==> config.mk <==
export PLATFORM = sky130hd
export DESIGN_NAME = inst_data_mem_arbiter
export DESIGN_NICKNAME = d
export VERILOG_FILES = /design/src/rtl/inst_data_mem_arbiter_pkg.sv /design/src/rtl/arb_grant_sel.sv /design/src/rtl/inst_data_mem_arbiter.sv
export SDC_FILE = /design/constraint.sdc
export NUM_CORES = 1
export LEC_CHECK = 0
export CORE_AREA = 2 2 105 107
export CTS_CLUSTER_DIAMETER = 50
export DETAILED_ROUTE_END_ITERATION = 8
export DIE_AREA = 0 0 107 109
export PLACE_DENSITY = 0.72
export SLEW_MARGIN = 10
export SYNTH_ARGS = -nofsm -noshare
export SYNTH_HDL_FRONTEND = slang
export SYNTH_SLANG_ARGS = --single-unit
==> constraint.sdc <==
create_clock -name clk -period 2.9 [get_ports clk]
set_input_delay 0.87 -clock clk [delete_from_list [all_inputs] [get_ports clk]]
set_output_delay 0.87 -clock clk [all_outputs]
set_load 0.1 [all_outputs]
==> src/rtl/inst_data_mem_arbiter_pkg.sv <==
// Shared encodings for the instruction/data memory-port arbiter.
// FSM states, owner select and transfer-size codes used by the top and the grant selector.
package inst_data_mem_arbiter_pkg;

   typedef enum logic [1:0] {
      ST_IDLE = 2'd0,
      ST_ADDR = 2'd1,
      ST_WAIT = 2'd2
   } state_e;

   typedef enum logic {
      OWN_INST = 1'b0,
      OWN_DATA = 1'b1
   } owner_e;

   localparam logic [1:0] SZ_BYTE = 2'd0;
   localparam logic [1:0] SZ_HALF = 2'd1;
   localparam logic [1:0] SZ_WORD = 2'd2;

endpackage

==> src/rtl/arb_grant_sel.sv <==
// Priority select between data and inst requesters; data wins unless inst is starved.
// Optional macro FAIR_ARB_EN adds a saturating starve counter that forces an inst grant.
module arb_grant_sel #(
   parameter int unsigned STARVE_LIMIT = 4
) (
   input  logic clk,
   input  logic rst,
   input  logic grant_en,
   input  logic inst_req,
   input  logic data_req,
   output logic grant_data,
   output logic grant_inst
);

`ifdef FAIR_ARB_EN
   localparam int unsigned CNT_W = $clog2(STARVE_LIMIT + 1);
   localparam logic [CNT_W-1:0] CNT_MAX = CNT_W'(STARVE_LIMIT);

   logic [CNT_W-1:0] starve_q, starve_d;
   logic             force_inst;

   // Counts data grants taken while inst waits; saturates at CNT_MAX.
   always_comb begin
      force_inst = (starve_q == CNT_MAX);
      grant_inst = inst_req & (~data_req | force_inst);
      grant_data = data_req & ~grant_inst;
      starve_d   = starve_q;
      if (grant_en && grant_inst) begin
         starve_d = '0;
      end else if (grant_en && grant_data && inst_req) begin
         starve_d = starve_q + CNT_W'(1);
      end
   end

   always_ff @(posedge clk) begin
      if (rst) begin
         starve_q <= '0;
      end else begin
         starve_q <= starve_d;
      end
   end
`else
   logic unused_fair;
   assign unused_fair = ^{clk, rst, grant_en};

   always_comb begin
      grant_data = data_req;
      grant_inst = inst_req & ~data_req;
   end
`endif

endmodule

==> src/rtl/inst_data_mem_arbiter.sv <==
// Shares one sram-like memory port between instruction fetch and data access, one transaction at a time.
// Optional macro FAIR_ARB_EN enables starvation protection for the fetch side.
module inst_data_mem_arbiter
   import inst_data_mem_arbiter_pkg::*;
#(
   parameter int unsigned ADDR_W       = 32,
   parameter int unsigned DATA_W       = 32,
   parameter int unsigned STARVE_LIMIT = 4
) (
   input  logic              clk,
   input  logic              rst,
   input  logic              inst_req,
   input  logic [ADDR_W-1:0] inst_addr,
   output logic              inst_addr_ok,
   output logic              inst_data_ok,
   output logic [DATA_W-1:0] inst_rdata,
   input  logic              data_req,
   input  logic              data_wr,
   input  logic [1:0]        data_size,
   input  logic [ADDR_W-1:0] data_addr,
   input  logic [DATA_W-1:0] data_wdata,
   output logic              data_addr_ok,
   output logic              data_data_ok,
   output logic [DATA_W-1:0] data_rdata,
   output logic              mem_req,
   output logic              mem_wr,
   output logic [1:0]        mem_size,
   output logic [ADDR_W-1:0] mem_addr,
   output logic [DATA_W-1:0] mem_wdata,
   input  logic              mem_addr_ok,
   input  logic              mem_data_ok,
   input  logic [DATA_W-1:0] mem_rdata
);

   state_e state_q, state_d;
   owner_e owner_q, owner_d;
   logic   grant_data, grant_inst;
   logic   own_req;

   arb_grant_sel #(
      .STARVE_LIMIT (STARVE_LIMIT)
   ) u_grant_sel (
      .clk        (clk),
      .rst        (rst),
      .grant_en   (state_q == ST_IDLE),
      .inst_req   (inst_req),
      .data_req   (data_req),
      .grant_data (grant_data),
      .grant_inst (grant_inst)
   );

   always_ff @(posedge clk) begin
      if (rst) begin
         state_q <= ST_IDLE;
         owner_q <= OWN_INST;
      end else begin
         state_q <= state_d;
         owner_q <= owner_d;
      end
   end

   // Next state plus owner-muxed request and response routing; outputs held at 0 during reset.
   always_comb begin
      state_d      = state_q;
      owner_d      = owner_q;
      inst_addr_ok = 1'b0;
      inst_data_ok = 1'b0;
      inst_rdata   = '0;
      data_addr_ok = 1'b0;
      data_data_ok = 1'b0;
      data_rdata   = '0;
      mem_req      = 1'b0;
      mem_wr       = 1'b0;
      mem_size     = SZ_BYTE;
      mem_addr     = '0;
      mem_wdata    = '0;
      own_req      = (owner_q == OWN_DATA) ? data_req : inst_req;

      if (!rst) begin
         case (state_q)
            ST_IDLE: begin
               if (grant_data) begin
                  owner_d = OWN_DATA;
                  state_d = ST_ADDR;
               end else if (grant_inst) begin
                  owner_d = OWN_INST;
                  state_d = ST_ADDR;
               end
            end
            ST_ADDR: begin
               if (!own_req) begin
                  state_d = ST_IDLE;
               end else begin
                  mem_req = 1'b1;
                  if (owner_q == OWN_DATA) begin
                     mem_wr    = data_wr;
                     mem_size  = data_size;
                     mem_addr  = data_addr;
                     mem_wdata = data_wdata;
                  end else begin
                     mem_size  = SZ_WORD;
                     mem_addr  = inst_addr;
                  end
                  if (mem_addr_ok) begin
                     data_addr_ok = (owner_q == OWN_DATA);
                     inst_addr_ok = (owner_q == OWN_INST);
                     state_d      = ST_WAIT;
                  end
               end
            end
            ST_WAIT: begin
               if (mem_data_ok) begin
                  if (owner_q == OWN_DATA) begin
                     data_data_ok = 1'b1;
                     data_rdata   = mem_rdata;
                  end else begin
                     inst_data_ok = 1'b1;
                     inst_rdata   = mem_rdata;
                  end
                  state_d = ST_IDLE;
               end
            end
            default: state_d = ST_IDLE;
         endcase
      end
   end

endmodule

After elaboration in Yosys (flattened, before gate mapping)

Cells that the tools add are included.

Mux-type cells: 52
Equality and inequality tests: 5
Bitwise logic cells: 3
Reductions and logical operators: 4

Operator list:

| kind               | count |
|---|---|
| $mux 32            | 16 |
| $mux 1             | 26 |
| $mux 2             | 9 |
| $ne 3x3->1 const B | 2 |
| $pmux 2 s3         | 1 |
| $reduce_and 3->1   | 1 |
| $eq 2x1->1 const B | 1 |
| $eq 2x2->1 const B | 1 |
| $logic_not 2->1    | 1 |
| $ne 2x2->1 const B | 1 |
| $not 1->1          | 2 |
| $reduce_and 2->1   | 1 |
| $reduce_bool 2->1  | 1 |
| $and 1x1->1        | 1 |

Output and inout port bits: 136
Logic and storage cells: 66
Input port bits: 137
Bits in registers: 3

Depth between registers and ports, before layout

Depth in word-level cells: 5
Depth in mapped cells: 5
Gate-level depth less buffers: 2

Hierarchy

Synthesis repeated with hierarchy kept, for this count alone.

Cell total of the unflattened synthesis: 211
Area total of the unflattened synthesis: 1392.6 µm²

By module, submodules not included:

| module                | times used | cells an instance | sequential area each (µm²) | area each (µm²) |
|---|---|---|---|---|
| inst_data_mem_arbiter | 1          | 209               | 60.1                       | 1371.3 |
| arb_grant_sel         | 1          | 2                 | 0.0                        | 21.3 |

Worst setup path after synthesis

No wires, ideal clock.

Path type: input -> output
Start: input port rst
End: output port inst_rdata[10]
Slack: -1598 ps
Stages: 4
Path buffers: 2
Data required time: 2030 ps
Arrival time: 3628 ps
Cells stage by stage: nand4bb_1 clkbuf_1 clkbuf_1 nor3b_1

Cells in the longest elaborated chain, start to end: 1

Ends and longest elaborated chain:

| item        | line                        | source |
|---|---|---|
| from (decl) | inst_data_mem_arbiter.sv:11 | `input logic rst,` |
| $mux 32     | inst_data_mem_arbiter.sv:79 | `if (!rst) begin` |
| to (decl)   | inst_data_mem_arbiter.sv:16 | `output logic [DATA_W-1:0] inst_rdata,` |

No other way between the ends.

Worst setup path in the final report

Ends and elaborated chain as after synthesis.

==> metrics.cfg <==
[status]
run_status=complete, but fails checks
violated_checks=setup timing

[clocking]
clk-insertion-delay-late_ns=0.21
worst_path_clk_slew_ns=0.03
cts_buffer_depth=2
clkSinkCount=3
htree_num_levels=1
post_cts_hold_buffer_count=0
cts_tree=done
cts_root_buffer=sky130_fd_sc_hd__clkbuf_8
cts_buffer_count=3

[sta]
max_freq_ghz=0.334
hold_ws_ns=0.587
max_slew.worst_pin.slew_ns=0.443
timing.max_slew.rel_slack_pct=70.5
setup_viol=91
min_setup_slack_post_route_ns=-0.0955
tns_ns=-3.13
grt_setup_unrepaired=true
drv_slew=0
clock_skew_ns=0.00163
min_period_ns=3.00
final.period_utilization_pct=103
report.final.hold_viol_count=0

[pwr]
p_sw_share_pct=48.8
power.density_cell_area_mw_per_mm2=145
total_switching_power_mw=0.551
clock_network_fraction_of_total_power_pct=10.5
comb_power_share_pct=84.6
leakagePower_nw=3.14
ir_worst_vdd_uv=110
p_int_mw=0.579
seq_power_share_pct=4.9

[synth]
synth.avg_cell_area_um2=6.94
ys_types=29
synth-seq-area-share_pct=3.38
postSynthRegisterBits=3
mappedNetlistArea_mm2=0.00178
yosys.cell_count.top_type=sky130_fd_sc_hd__nor3_1
syn_inst=256
yosysWarnings=0
synth.top_cells.by_count=sky130_fd_sc_hd__nor3_1 (47), sky130_fd_sc_hd__inv_1 (34), sky130_fd_sc_hd__nor3b_1 (34)
synth.top_cell.area_share_pct=18.6
synth.top_cells.by_area=sky130_fd_sc_hd__mux2i_1 (19%), sky130_fd_sc_hd__nor3b_1 (14%), sky130_fd_sc_hd__nor3_1 (13%), sky130_fd_sc_hd__and3_1 (11%), sky130_fd_sc_hd__nor3_2 (10%)
ys.flop_type=sky130_fd_sc_hd__dfxtp_1
synthesis.nets=393
synth-async-reset-ratio_pct=0
synth_edf_count=0
yosys.area.top_type=sky130_fd_sc_hd__mux2i_1

[setup_path]
timing.critical_path.max_delay_family=buffers and inverters
worst-endpoint-arrival_ns=2.13
crit_path_cell_trace=buf_8 > buf_6 > nand4bb_4 > buf_4 > buf_12 > nor3b_4 > buf_12
cpMaxStageDelayCell=sky130_fd_sc_hd__nand4bb_4
path_common_cell=sky130_fd_sc_hd__buf_12
critPathKind=input port to output port
cp.buffers_inverters=5
worstPathRequired_ns=2.03
crit_path_max_fanout=7
crit_path_capture_type=output port
crit_path_max_incr_delay_ns=0.26
setup.worst_path.start_class=input port

[route]
detail_route.drc_violations=0
route.final.wire_length_um=12400
drt_pass1_iterations=4
detailroute.via_count=3133
via_density_per_instance=4.59
drt_first_iter_violations=83
detail_route.wl_per_cell_um=18.2
antenna_violating_nets_left=0

[layout]
n_antenna_cell=0
drive_above_1_share_pct=60.5
total_number_of_nets_in_the_final_design=680
utilization_pct=73.6
syn2layout_area_growth_pct=339
count_of_non_filler_cells_in_the_finished_layout=682

[grt]
grtUsageMet1_pct=22.6
first_pass_grt_wire_length_um=18600
number_of_antenna_violations_at_the_first_check_in_global_routing=0
met3_usage_pct=3.83
busiest_layer=met2
via_count_of_the_first_global_routing_pass=3356
grt_util_all_layers_pct=20.5
grt_max_degree=36
overflow=0
met2_usage_pct=40.4

[placed_design]
detailed_place_hpwl_um=9580
dp.cells=658
dp_slack_ns=-0.457
port-buffer-count=272
gp_congestion=0.783

[die]
core_area_mm2=0.0106
row_count=38
die_area_mm2=0.0117
die-height_um=109
io_pins=273
die_width_um=107
floorplan.initialDensity_pct=16.7

[job]
cap_viol_max_count=0

[min_path]
hold_path_class=register to register

path summary, 6_finish.rpt:
| path | from | to | slack [ns] | cells after the start |
|---|---|---|---|---|
| worst max-delay path | rst | inst_rdata[10] | -0.1 | 7 |
| worst min-delay path | owner_q | owner_q | 0.59 | 2 |
| worst max register to register | state_q[0] | state_q[1] | 1.49 | 3 |
| worst min register to register | owner_q | owner_q | 0.59 | 2 |
power groups by stage:
stage,registers [mW],logic (mW),clock network (mW)
global route,0.0561,1.00,0.129
floorplan,0.0479,0.519,0
global placement,0.0545,0.866,0
CTS,0.0551,0.968,0.123
finish,0.0551,0.957,0.119
detailed placement,0.0556,0.883,0
layer usage:
layer	routed length (µm)	vias to the layer above
met5	0	-
met3	848	14
li1	-	1489
met2	7140	170
met1	4200	1460
met4	221	0
per-stage QoR:
stage | area [µm²] | power, mW
after global placement | 7250 | 0.920
after detailed placement | 7250 | 0.939
after floorplan | 2930 | 0.567
final | 7800 | 1.13
after CTS | 7690 | 1.15
after global routing | 7800 | 1.19
kinds of logic (layout without fill, tap and decap cells):
group / Yosys count / in the layout / share of synthesized area [%]
and+or+nand+nor: 149 / 149 / 57.4
DFF: 3 / 3 / 3.38
buffers and inverters: 67 / 353 / 19.1
muxes: 33 / 33 / 18.6
AOI/OAI and AO/OA: 4 / 4 / 1.48
placed cells by master, fill, tap and decap left out, types with 2 or more instances in the layout:
cell type,instances
sky130_fd_sc_hd__or4b_2,2
sky130_fd_sc_hd__dfxtp_1,2
sky130_fd_sc_hd__nor3b_4,33
sky130_fd_sc_hd__o21ai_0,2
sky130_fd_sc_hd__mux2i_1,32
sky130_fd_sc_hd__clkbuf_16,2
sky130_fd_sc_hd__buf_6,6
sky130_fd_sc_hd__buf_4,13
sky130_fd_sc_hd__nor3_4,67
sky130_fd_sc_hd__clkdlybuf4s50_1,131
sky130_fd_sc_hd__inv_1,34
sky130_fd_sc_hd__clkbuf_8,3
sky130_fd_sc_hd__and3_2,13
sky130_fd_sc_hd__and3_4,18
sky130_fd_sc_hd__buf_12,148
sky130_fd_sc_hd__dlygate4sd2_1,3
sky130_fd_sc_hd__buf_16,9
sky130_fd_sc_hd__nor2_4,3
worst register-to-register path, stage by stage, from the launching register on:
cell	delay, ns
sky130_fd_sc_hd__dfxtp_1	0.44
sky130_fd_sc_hd__or4bb_4	0.60
sky130_fd_sc_hd__buf_6	0.14
sky130_fd_sc_hd__o21ai_0	0.15
repair_timing:
| action | CTS | global route |
|---|---|---|
| cloned | 10 | 3 |
| setup buffers | 7 | 5 |
| pin swaps | 13 | 16 |
| resized for setup | 28 | 30 |
| setup endpoints to repair | 136 | 127 |
layout make-up:
type	count	area (µm²)
Timing Repair Buffer	315	4820
Clock buffer	4	45.0
Sequential cell	3	63.8
Inverter	34	128
Multi-Input combinational cell	186	2570
Fill cell	670	2800
Tap cell	140	175
flip-flops by register name, summed over array words and instances (netlist names):
signal   count
state_q      2
owner_q      1
(Power assumes the default switching activity.)
